File: src/rtl/zpu_io_uart_pkg.sv
// ============================================================================
// Module      : zpu_io_uart_pkg
// Description : Shared widths, register map and FSM state types for the
//               ZPU memory-mapped UART.
// Revision    : 1.0 - initial release
// ============================================================================
`default_nettype none

package zpu_io_uart_pkg;

    localparam int WORD_SIZE       = 32;
    localparam int MAX_ADDR_BIT_IO = 27;
    localparam int ADDR_W          = MAX_ADDR_BIT_IO + 1;

    localparam logic [ADDR_W-1:0] DEF_TX_ADDR = 28'h80a000c;
    localparam logic [ADDR_W-1:0] DEF_RX_ADDR = 28'h80a0008;

    // Status bit positions shared with software
    localparam int TX_IDLE_BIT  = 8;
    localparam int RX_VALID_BIT = 8;
    localparam int RX_OVR_BIT   = 9;
    localparam int RX_FERR_BIT  = 10;

    typedef enum logic [1:0] {
        T_IDLE  = 2'd0,
        T_START = 2'd1,
        T_DATA  = 2'd2,
        T_STOP  = 2'd3
    } tx_state_e;

    typedef enum logic [1:0] {
        R_IDLE  = 2'd0,
        R_START = 2'd1,
        R_DATA  = 2'd2,
        R_STOP  = 2'd3
    } rx_state_e;

endpackage

`default_nettype wire

File: src/rtl/zpu_uart_rx.sv
// ============================================================================
// Module      : zpu_uart_rx
// Description : 8N1 receiver: input synchroniser, mid-bit sampling FSM and a
//               holding register with valid/overrun/framing-error flags.
// Revision    : 1.0 - initial release
// ============================================================================
`default_nettype none

module zpu_uart_rx
    import zpu_io_uart_pkg::*;
#(
    parameter int CLKS_PER_BIT = 868
) (
    input  logic       clk,
    input  logic       areset,
    input  logic       rxd,
    input  logic       clear,
    output logic [7:0] rx_data,
    output logic       rx_valid,
    output logic       rx_ovr,
    output logic       rx_ferr
);

    localparam int CNT_W = $clog2(CLKS_PER_BIT);
    localparam logic [CNT_W-1:0] CNT_LAST = CNT_W'(CLKS_PER_BIT - 1);
    localparam logic [CNT_W-1:0] CNT_HALF = CNT_W'(CLKS_PER_BIT / 2 - 1);

    logic            sync1_q, sync2_q, prev_q;
    rx_state_e       state_q, state_d;
    logic [CNT_W-1:0] cnt_q, cnt_d;
    logic [2:0]      bit_q, bit_d;
    logic [7:0]      shift_q, shift_d;
    logic [7:0]      data_q, data_d;
    logic            valid_q, valid_d;
    logic            ovr_q, ovr_d;
    logic            ferr_q, ferr_d;
    logic            load, set_ferr;

    always_comb begin
        state_d  = state_q;
        cnt_d    = cnt_q;
        bit_d    = bit_q;
        shift_d  = shift_q;
        load     = 1'b0;
        set_ferr = 1'b0;
        case (state_q)
            R_IDLE: begin
                cnt_d = '0;
                bit_d = '0;
                if (prev_q && !sync2_q) state_d = R_START;
            end
            R_START: begin
                if (cnt_q == CNT_HALF) begin
                    cnt_d   = '0;
                    state_d = sync2_q ? R_IDLE : R_DATA;
                end else begin
                    cnt_d = cnt_q + CNT_W'(1);
                end
            end
            R_DATA: begin
                if (cnt_q == CNT_LAST) begin
                    cnt_d   = '0;
                    shift_d = {sync2_q, shift_q[7:1]};
                    if (bit_q == 3'd7) state_d = R_STOP;
                    else               bit_d   = bit_q + 3'd1;
                end else begin
                    cnt_d = cnt_q + CNT_W'(1);
                end
            end
            R_STOP: begin
                if (cnt_q == CNT_LAST) begin
                    cnt_d    = '0;
                    state_d  = R_IDLE;
                    load     = sync2_q;
                    set_ferr = !sync2_q;
                end else begin
                    cnt_d = cnt_q + CNT_W'(1);
                end
            end
            default: state_d = R_IDLE;
        endcase

        // A read coinciding with a new byte consumes the old one, so no overrun
        data_d  = load ? shift_q : data_q;
        valid_d = load | (valid_q & ~clear);
        ovr_d   = (load & valid_q & ~clear) | (ovr_q & ~clear);
        ferr_d  = set_ferr | (ferr_q & ~clear);
    end

    always_ff @(posedge clk) begin
        if (areset) begin
            sync1_q <= 1'b1;
            sync2_q <= 1'b1;
            prev_q  <= 1'b1;
            state_q <= R_IDLE;
            cnt_q   <= '0;
            bit_q   <= '0;
            shift_q <= '0;
            data_q  <= '0;
            valid_q <= 1'b0;
            ovr_q   <= 1'b0;
            ferr_q  <= 1'b0;
        end else begin
            sync1_q <= rxd;
            sync2_q <= sync1_q;
            prev_q  <= sync2_q;
            state_q <= state_d;
            cnt_q   <= cnt_d;
            bit_q   <= bit_d;
            shift_q <= shift_d;
            data_q  <= data_d;
            valid_q <= valid_d;
            ovr_q   <= ovr_d;
            ferr_q  <= ferr_d;
        end
    end

    assign rx_data  = data_q;
    assign rx_valid = valid_q;
    assign rx_ovr   = ovr_q;
    assign rx_ferr  = ferr_q;

endmodule

`default_nettype wire

File: src/rtl/zpu_io_uart.sv
// ============================================================================
// Module      : zpu_io_uart
// Description : ZPU IO-mapped UART: register decode, read handshake and the
//               8N1 transmitter; the receiver lives in zpu_uart_rx.
// Revision    : 1.0 - initial release
// ============================================================================
`default_nettype none

module zpu_io_uart
    import zpu_io_uart_pkg::*;
#(
    parameter int                CLKS_PER_BIT = 868,
    parameter logic [ADDR_W-1:0] TX_ADDR      = DEF_TX_ADDR,
    parameter logic [ADDR_W-1:0] RX_ADDR      = DEF_RX_ADDR
) (
    input  logic                 clk,
    input  logic                 areset,
    input  logic [ADDR_W-1:0]    io_addr,
    input  logic                 io_writeEnable,
    input  logic                 io_readEnable,
    input  logic [WORD_SIZE-1:0] io_write,
    output logic [WORD_SIZE-1:0] io_read,
    output logic                 io_busy,
    output logic                 io_ready,
    output logic                 txd,
    input  logic                 rxd
);

    localparam int CNT_W = $clog2(CLKS_PER_BIT);
    localparam logic [CNT_W-1:0] CNT_LAST = CNT_W'(CLKS_PER_BIT - 1);

    tx_state_e            tx_state_q, tx_state_d;
    logic [CNT_W-1:0]     tx_cnt_q, tx_cnt_d;
    logic [2:0]           tx_bit_q, tx_bit_d;
    logic [7:0]           tx_shift_q, tx_shift_d;
    logic                 txd_q, txd_d;
    logic [WORD_SIZE-1:0] read_q, read_d;
    logic                 ready_q, ready_d;

    logic       tx_idle, wr_tx, rd_any, rx_clear;
    logic [7:0] rx_data;
    logic       rx_valid, rx_ovr, rx_ferr;
    logic       unused_write_bits;

    assign unused_write_bits = ^io_write[WORD_SIZE-1:8];

    zpu_uart_rx #(
        .CLKS_PER_BIT (CLKS_PER_BIT)
    ) u_rx (
        .clk      (clk),
        .areset   (areset),
        .rxd      (rxd),
        .clear    (rx_clear),
        .rx_data  (rx_data),
        .rx_valid (rx_valid),
        .rx_ovr   (rx_ovr),
        .rx_ferr  (rx_ferr)
    );

    assign tx_idle  = (tx_state_q == T_IDLE);
    assign wr_tx    = io_writeEnable && (io_addr == TX_ADDR);
    // A write in the same cycle as a read takes priority; the read yields 0
    assign rd_any   = io_readEnable && !io_writeEnable;
    assign rx_clear = rd_any && (io_addr == RX_ADDR);
    assign io_busy  = io_readEnable;

    always_comb begin
        read_d  = '0;
        ready_d = io_readEnable;
        if (rd_any) begin
            if (io_addr == TX_ADDR) begin
                read_d[TX_IDLE_BIT] = tx_idle;
            end else if (io_addr == RX_ADDR) begin
                read_d[7:0]          = rx_data;
                read_d[RX_VALID_BIT] = rx_valid;
                read_d[RX_OVR_BIT]   = rx_ovr;
                read_d[RX_FERR_BIT]  = rx_ferr;
            end
        end
    end

    always_comb begin
        tx_state_d = tx_state_q;
        tx_cnt_d   = tx_cnt_q;
        tx_bit_d   = tx_bit_q;
        tx_shift_d = tx_shift_q;
        txd_d      = txd_q;
        case (tx_state_q)
            T_IDLE: begin
                txd_d = 1'b1;
                if (wr_tx) begin
                    tx_shift_d = io_write[7:0];
                    tx_cnt_d   = '0;
                    tx_bit_d   = '0;
                    txd_d      = 1'b0;
                    tx_state_d = T_START;
                end
            end
            T_START: begin
                if (tx_cnt_q == CNT_LAST) begin
                    tx_cnt_d   = '0;
                    txd_d      = tx_shift_q[0];
                    tx_state_d = T_DATA;
                end else begin
                    tx_cnt_d = tx_cnt_q + CNT_W'(1);
                end
            end
            T_DATA: begin
                if (tx_cnt_q == CNT_LAST) begin
                    tx_cnt_d = '0;
                    if (tx_bit_q == 3'd7) begin
                        txd_d      = 1'b1;
                        tx_state_d = T_STOP;
                    end else begin
                        tx_bit_d   = tx_bit_q + 3'd1;
                        tx_shift_d = {1'b0, tx_shift_q[7:1]};
                        txd_d      = tx_shift_q[1];
                    end
                end else begin
                    tx_cnt_d = tx_cnt_q + CNT_W'(1);
                end
            end
            T_STOP: begin
                if (tx_cnt_q == CNT_LAST) begin
                    tx_cnt_d   = '0;
                    tx_state_d = T_IDLE;
                end else begin
                    tx_cnt_d = tx_cnt_q + CNT_W'(1);
                end
            end
            default: tx_state_d = T_IDLE;
        endcase
    end

    always_ff @(posedge clk) begin
        if (areset) begin
            tx_state_q <= T_IDLE;
            tx_cnt_q   <= '0;
            tx_bit_q   <= '0;
            tx_shift_q <= '0;
            txd_q      <= 1'b1;
            read_q     <= '0;
            ready_q    <= 1'b0;
        end else begin
            tx_state_q <= tx_state_d;
            tx_cnt_q   <= tx_cnt_d;
            tx_bit_q   <= tx_bit_d;
            tx_shift_q <= tx_shift_d;
            txd_q      <= txd_d;
            read_q     <= read_d;
            ready_q    <= ready_d;
        end
    end

    assign txd      = txd_q;
    assign io_read  = read_q;
    assign io_ready = ready_q;

endmodule

`default_nettype wire

File: config.mk
export PLATFORM = sky130hd
export DESIGN_NAME = zpu_io_uart
export DESIGN_NICKNAME = d
export VERILOG_FILES = /design/src/rtl/zpu_io_uart_pkg.sv /design/src/rtl/zpu_uart_rx.sv /design/src/rtl/zpu_io_uart.sv
export SDC_FILE = /design/constraint.sdc
export NUM_CORES = 1
export LEC_CHECK = 0
export CAP_MARGIN = 15
export CORE_UTILIZATION = 33
export CTS_CLUSTER_DIAMETER = 100
export DETAILED_ROUTE_END_ITERATION = 6
export DONT_BUFFER_PORTS = 1
export PLACE_DENSITY_LB_ADDON = 0.05
export SETUP_SLACK_MARGIN = 0.15
export SLEW_MARGIN = 10
export SYNTH_ARGS = -nofsm -noshare
export SYNTH_HDL_FRONTEND = slang
export SYNTH_SLANG_ARGS = --single-unit
File: constraint.sdc
create_clock -name clk -period 2.05 [get_ports clk]
set_input_delay 0.3075 -clock clk [delete_from_list [all_inputs] [get_ports clk]]
set_output_delay 0.3075 -clock clk [all_outputs]
set_load 0.02 [all_outputs]
==> flow_summary.json, run 1 <==
{
  "max_freq_ghz": 0.5316,
  "worst_pin_slew_ps": 716.7,
  "fin_crit_sh_pct": 91.76,
  "h-tree-depth": 3,
  "path_max_fanout": 9,
  "rsz0062_at_grt": "yes",
  "power_frac_seq_pct": 55.1,
  "hold_class": "in -> reg",
  "synth_warnings": 0,
  "slew_headroom_pct": 52.06,
  "post-synth-top-count-cell": "dfxtp_1",
  "nNetsFinal": 471,
  "wl_met3_um": 251,
  "required_ps": 2280,
  "avgSynthCellArea_sq_um": 9.092,
  "seqCellArea_sq_um": 1464,
  "synth_edf_count": 0,
  "synth_top_area_share_pct": 42.41,
  "core-area_sq_um": 9955,
  "maxCapViolCount": 0,
  "fp.dieH_um": 104.2,
  "synth-seq-cells": 73,
  "io_pins": 100,
  "power.share.clock_pct": 41.4,
  "chipWidth_um": 104.2,
  "synth_cell_types": 58,
  "finalSetupViolCount": 0,
  "grt_pass1_vias": 2421,
  "power_mw": 2.594,
  "diodes": 0,
  "clk_latency_ps": 350,
  "row_count": 36,
  "synth.largest_area_cell": "dfxtp_1",
  "grt_util_all_layers_pct": 14.42,
  "synth_common_cells": "dfxtp_1 (73), nor2_1 (34), a21oi_1 (32)",
  "vias": 2597,
  "syn_area_sq_um": 3446,
  "route.detailed.drc": 0,
  "p_leak_nw": 1.479,
  "globalplace.congestion": 0.7375,
  "p_switching_uw": 682.0,
  "synthFlopType": "dfxtp_1",
  "top_layer": "met4",
  "drt-initial-drc-count": 53,
  "wirelength_um": 7432,
  "cp-start-kind": "flip-flop",
  "root_buffer": "clkbuf_8",
  "clockBufferDepth": 2,
  "synth_seq_area_share_pct": 42.41,
  "pwr-share-comb_pct": 3.5,
  "intPower_mw": 1.912,
  "arrival_ps": 2110,
  "dp.final_hpwl_um": 4701,
  "end_kind": "flip-flop",
  "drtPass1Iterations": 4,
  "setup_tns_ps": 0,
  "clock-sinks": 73,
  "grt_overflow": 0,
  "hold_viol": 0,
  "viasPerCell": 4.872,
  "wl_met1_um": 3641,
  "worstSetupPathType": "reg -> reg",
  "die_area_sq_um": 10850,
  "post_cts_buffers": 0,
  "synthCells": 379,
  "multiInputGateArea_sq_um": 1778,
  "io_buffer_count": 0,
  "fin_skew_ps": 7.330,
  "area_delta_synth_final_pct": 12.82,
  "power_switching_share_pct": 26.29,
  "drive_gt1_share_pct": 14.00,
  "grt_pass1_wl_um": 12260,
  "start_util_pct": 34.62,
  "postSynth.asyncResetShare_pct": 0,
  "hold_slack_ps": 29.42,
  "cp-startpoint": "tx_cnt_q[9]",
  "grt_start_max_net_pins": 27,
  "route.met2.wl_um": 3455,
  "cts_tree": "done",
  "fill_cells": 1021,
  "yosys-top-cells-area": "dfxtp_1 (42%), buf_4 (5.0%), a21oi_1 (4.6%)",
  "ir_drop_uv": 331.7,
  "wl_per_cell_um": 13.94,
  "ant_nets": 0,
  "antenna_found_initial": 0,
  "finalMaxSlewViolations": 0,
  "post-route-min-period_ps": 1881,
  "r2r_start": "tx_cnt_q[9]",
  "status": "finished clean",
  "power_per_cell_area_nw_per_um2": 667.2,
  "min_from": "areset",
  "cts.reportedPaths.clkPinSlew_ps": 80,
  "numCtsBuffers": 9
}
-- power by group through the flow --
stage | Clock (mW) | Combinational (mW) | Sequential, mW
floorplan | 0 | 0.107 | 1.46
global placement | 0 | 0.0628 | 1.46
detailed placement | 0 | 0.0635 | 1.46
CTS | 1.14 | 0.0912 | 1.43
global route | 1.20 | 0.0987 | 1.43
finish | 1.07 | 0.0907 | 1.43
-- per-layer routing --
layer | GRT usage (%) | vias to the layer above
li1 | - | 1328
met1 | 18.56 | 1219
met2 | 23.29 | 43
met3 | 4.010 | 7
met4 | 4.592 | 0
met5 | 0 | -
-- final cells by class --
cell class | count | share of cell area [%]
sequential | 73 | 37.66
multi-input combinational | 275 | 45.74
tap | 133 | 4.281
clock inverter | 7 | 1.577
timing repair buffer | 27 | 6.695
inverter | 9 | 0.8690
clock buffer | 9 | 3.186
-- critical path, cell delays in order, from the launching register on --
cell,delay [ps]
dfxtp_1,370
or3b_4,400
or3_4,420
and2_2,280
a41oi_1,220
a211oi_1,70
-- logic make-up (layout without fill, tap and decap cells) --
group,count (synthesis),count (layout),share of synthesized area (%)
AND/OR/NAND/NOR,142,142,22.80
AO/OA/AOI/OAI,75,75,14.74
flip-flops,73,73,42.41
buffers and inverters,51,52,8.678
multiplexers,17,17,4.974
adder cells (fa/ha/maj),11,11,3.994
XOR/XNOR,9,9,2.287
other,1,21,0.1088
-- state kept, by name, summed over array words and instances (netlist names), 2 cells and up, named ones only --
register	flops
u_rx.cnt_q	10
tx_cnt_q	10
u_rx.bit_q	3
tx_state_q	2
tx_shift_q	8
io_read	11
u_rx.rx_data	8
tx_bit_q	3
u_rx.shift_q	8
-- stage by stage --
step                instance area, sq um  setup WS, ps  util (%)  instances
floorplan                           3521         198.1         -        399
finish                              3887         168.9     39.05        533
detailed placement                  3602         97.61     36.19        509
global placement                    3602         98.58     36.19        509
CTS                                 3874         178.1     38.91        533
global route                        3887         90.87     39.05        533
-- final timing paths --
check	endpoint	depth (start not counted)	slack, ps
setup / recovery	tx_cnt_q[9]	5	170
setup reg to reg	tx_cnt_q[9]	5	170
hold reg to reg	u_rx.sync2_q	1	420
hold / removal	flip-flop	1	30
-- layout by cell type (no fill, tap or decap), types with 3 or more instances in the layout --
cell / netlist / final
a211oi_1: 3 / 3
a21oi_1: 32 / 32
a311oi_1: 8 / 8
a31oi_1: 4 / 4
and2_1: 13 / 12
and3_1: 6 / 5
buf_12: 0 / 3
buf_4: 23 / 16
clkbuf_8: 0 / 9
conb_1: 1 / 21
dfxtp_1: 73 / 71
dlygate4sd3_1: 0 / 8
ha_1: 11 / 11
inv_1: 9 / 9
inv_6: 0 / 3
mux2i_1: 16 / 16
nand2_1: 31 / 31
nand2b_1: 4 / 4
nand3_1: 10 / 10
nand3b_1: 4 / 4
nand4_1: 5 / 5
nor2_1: 34 / 34
nor2b_1: 3 / 3
nor3_1: 4 / 4
o21ai_0: 11 / 9
or2_2: 5 / 5
or3_1: 4 / 3
xnor2_1: 5 / 5
xor2_1: 4 / 4
-- what timing repair did --
item / in CTS / in global routing
gates resized for setup: 2 / 8
endpoints found under the hold margin: 15 / 0
pin swaps: 0 / 4
endpoints found under the setup margin: 8 / 24
hold buffers: 8 / 0
gates cloned: 0 / 0
Power figures use the tool's default switching activity.
==> run 2, diff against run 1 <==
Settings changed: CTS_BUF_LIST set to sky130_fd_sc_hd__clkbuf_2, PLACE_DENSITY_LB_ADDON 0.05 to 0.1.
Clock period 2.05 ns to 1.6 ns, I/O delays scaled along.
==> flow_summary.json, run 2 (synthesis gave the netlist of run 1 again) <==
{
  "status": "complete, but fails checks",
  "failed_checks": "negative setup slack",
  "clockBufferDepth": 2,
  "hold_class": "in -> reg",
  "worstPathCellList": "or3b_4, or3_4, o22ai_4, buf_12, a21oi_1, a311oi_1",
  "row_count": 36,
  "viasPerCell": 4.862,
  "ant_nets": 0,
  "power_per_cell_area_nw_per_um2": 649.1,
  "drtPass1Iterations": 4,
  "grt_start_max_net_pins": 54,
  "grt_pass1_wl_um": 12730,
  "required_ps": 2070,
  "p_leak_nw": 1.723,
  "finalSetupViolCount": 31,
  "drive_gt1_share_pct": 39.24,
  "seqCellArea_sq_um": 1479,
  "end_kind": "flip-flop",
  "area_delta_synth_final_pct": 35.11,
  "clk_latency_ps": 540,
  "chipWidth_um": 104.2,
  "die_area_sq_um": 10850,
  "root_buffer": "clkbuf_2",
  "largest_reg_flops": 11,
  "nNetsFinal": 517,
  "cts.reportedPaths.clkPinSlew_ps": 230,
  "route.detailed.drc": 0,
  "layout_common_cells": "dfxtp_1 (61), buf_4 (40), nor2_1 (26)",
  "pre_cts_ws_ps": -196.3,
  "grt_pass1_vias": 2707,
  "grt_util_all_layers_pct": 14.50,
  "numCtsBuffers": 9,
  "io_buffer_count": 0,
  "wirelength_um": 7662,
  "fin_skew_ps": 24.98,
  "drt-initial-drc-count": 97,
  "dp_cells": 534,
  "post-route-min-period_ps": 1770,
  "fin_cells": 579,
  "antenna_found_initial": 0,
  "max_freq_ghz": 0.5649,
  "path_max_fanout": 15,
  "rsz0062_at_grt": "yes",
  "maxCapViolCount": 0,
  "crit_path_max_incr_delay_ps": 390,
  "setup_tns_ps": -2723,
  "cts_tree": "done",
  "worstSetupPathType": "reg -> reg",
  "cp-start-kind": "flip-flop",
  "start_util_pct": 34.62,
  "placed_area_sq_um": 3934,
  "fin_crit_sh_pct": 110.6,
  "globalplace.congestion": 0.7390,
  "fp.dieH_um": 104.2,
  "multiInputGateArea_sq_um": 2191,
  "timing.final.ws_setup_ps": -170.4,
  "final_common_cell": "dfxtp_1",
  "arrival_ps": 2240,
  "slowest_stage": "or3b_4",
  "clock-sinks": 73,
  "io_pins": 100,
  "fill_cells": 968,
  "ir_drop_uv": 282.3,
  "final_util_pct": 46.77,
  "diodes": 0,
  "wl_per_cell_um": 13.23,
  "final_area_sq_um": 4656,
  "dp.final_hpwl_um": 4897,
  "vias": 2815,
  "finalMaxSlewViolations": 0,
  "core-area_sq_um": 9955,
  "grt_overflow": 0,
  "hold_viol": 0,
  "h-tree-depth": 3
}
[run 2: final timing paths]
path / from / endpoint / slack [ps] / cells past startpoint
worst max-delay path: tx_cnt_q[2] / tx_shift_q[6] / -170 / 6
worst min-delay path: io_addr[2] / u_rx.rx_ferr / 90 / 3
worst max register to register: tx_cnt_q[2] / tx_shift_q[6] / -170 / 6
worst min register to register: u_rx.sync1_q / u_rx.sync2_q / 450 / 1
[run 2: cell type report]
cell class	count	share of cell area (%)
clock buffers	9	0.9675
clock inverters	7	1.344
inverters	9	0.7256
multi-input cells	276	47.06
flip-flops and latches	73	31.77
well taps	133	3.574
repair buffers	72	14.57
[run 2: per-layer routing]
layer  track usage [%]  vias up  routed length (um)
met1             18.58     1325                3749
met2             23.52       57                3583
met4             3.980        0                  62
li1                  -     1426                   -
met5                 0        -                   0
met3             4.386        7                 266
[run 2: timing repair]
| action | CTS | global route |
|---|---|---|
| buffers inserted | 9 | 3 |
| pin swaps | 27 | 23 |
| gates resized for setup | 35 | 59 |
| gates cloned | 1 | 2 |
| endpoints found under the hold margin | 63 | 0 |
| endpoints found under the setup margin | 57 | 58 |
| hold buffers | 14 | 0 |
[run 2: report_power, final]
part	total, mW	internal [mW]	switching (mW)
clock	1.03	0.237	0.789
combinational	0.158	0.0608	0.0970
sequential	1.84	1.83	0.0107
total	3.02	2.13	0.896
[run 2: worst max-delay path, delay by kind of cell (launching register included)]
family,cells,cell delay [ps]
compound gates,3,390
buf+inv,1,160
flops,1,380
simple gates,2,780
[run 2: through the flow]
step | hold slack [ps] | total power, mW
finish | 88.10 | 3.022
global route | 51.43 | 3.172
detailed placement | 316.7 | 1.963
CTS | 7.146 | 3.079
global placement | 314.2 | 1.962
floorplan | 326.7 | 2.011
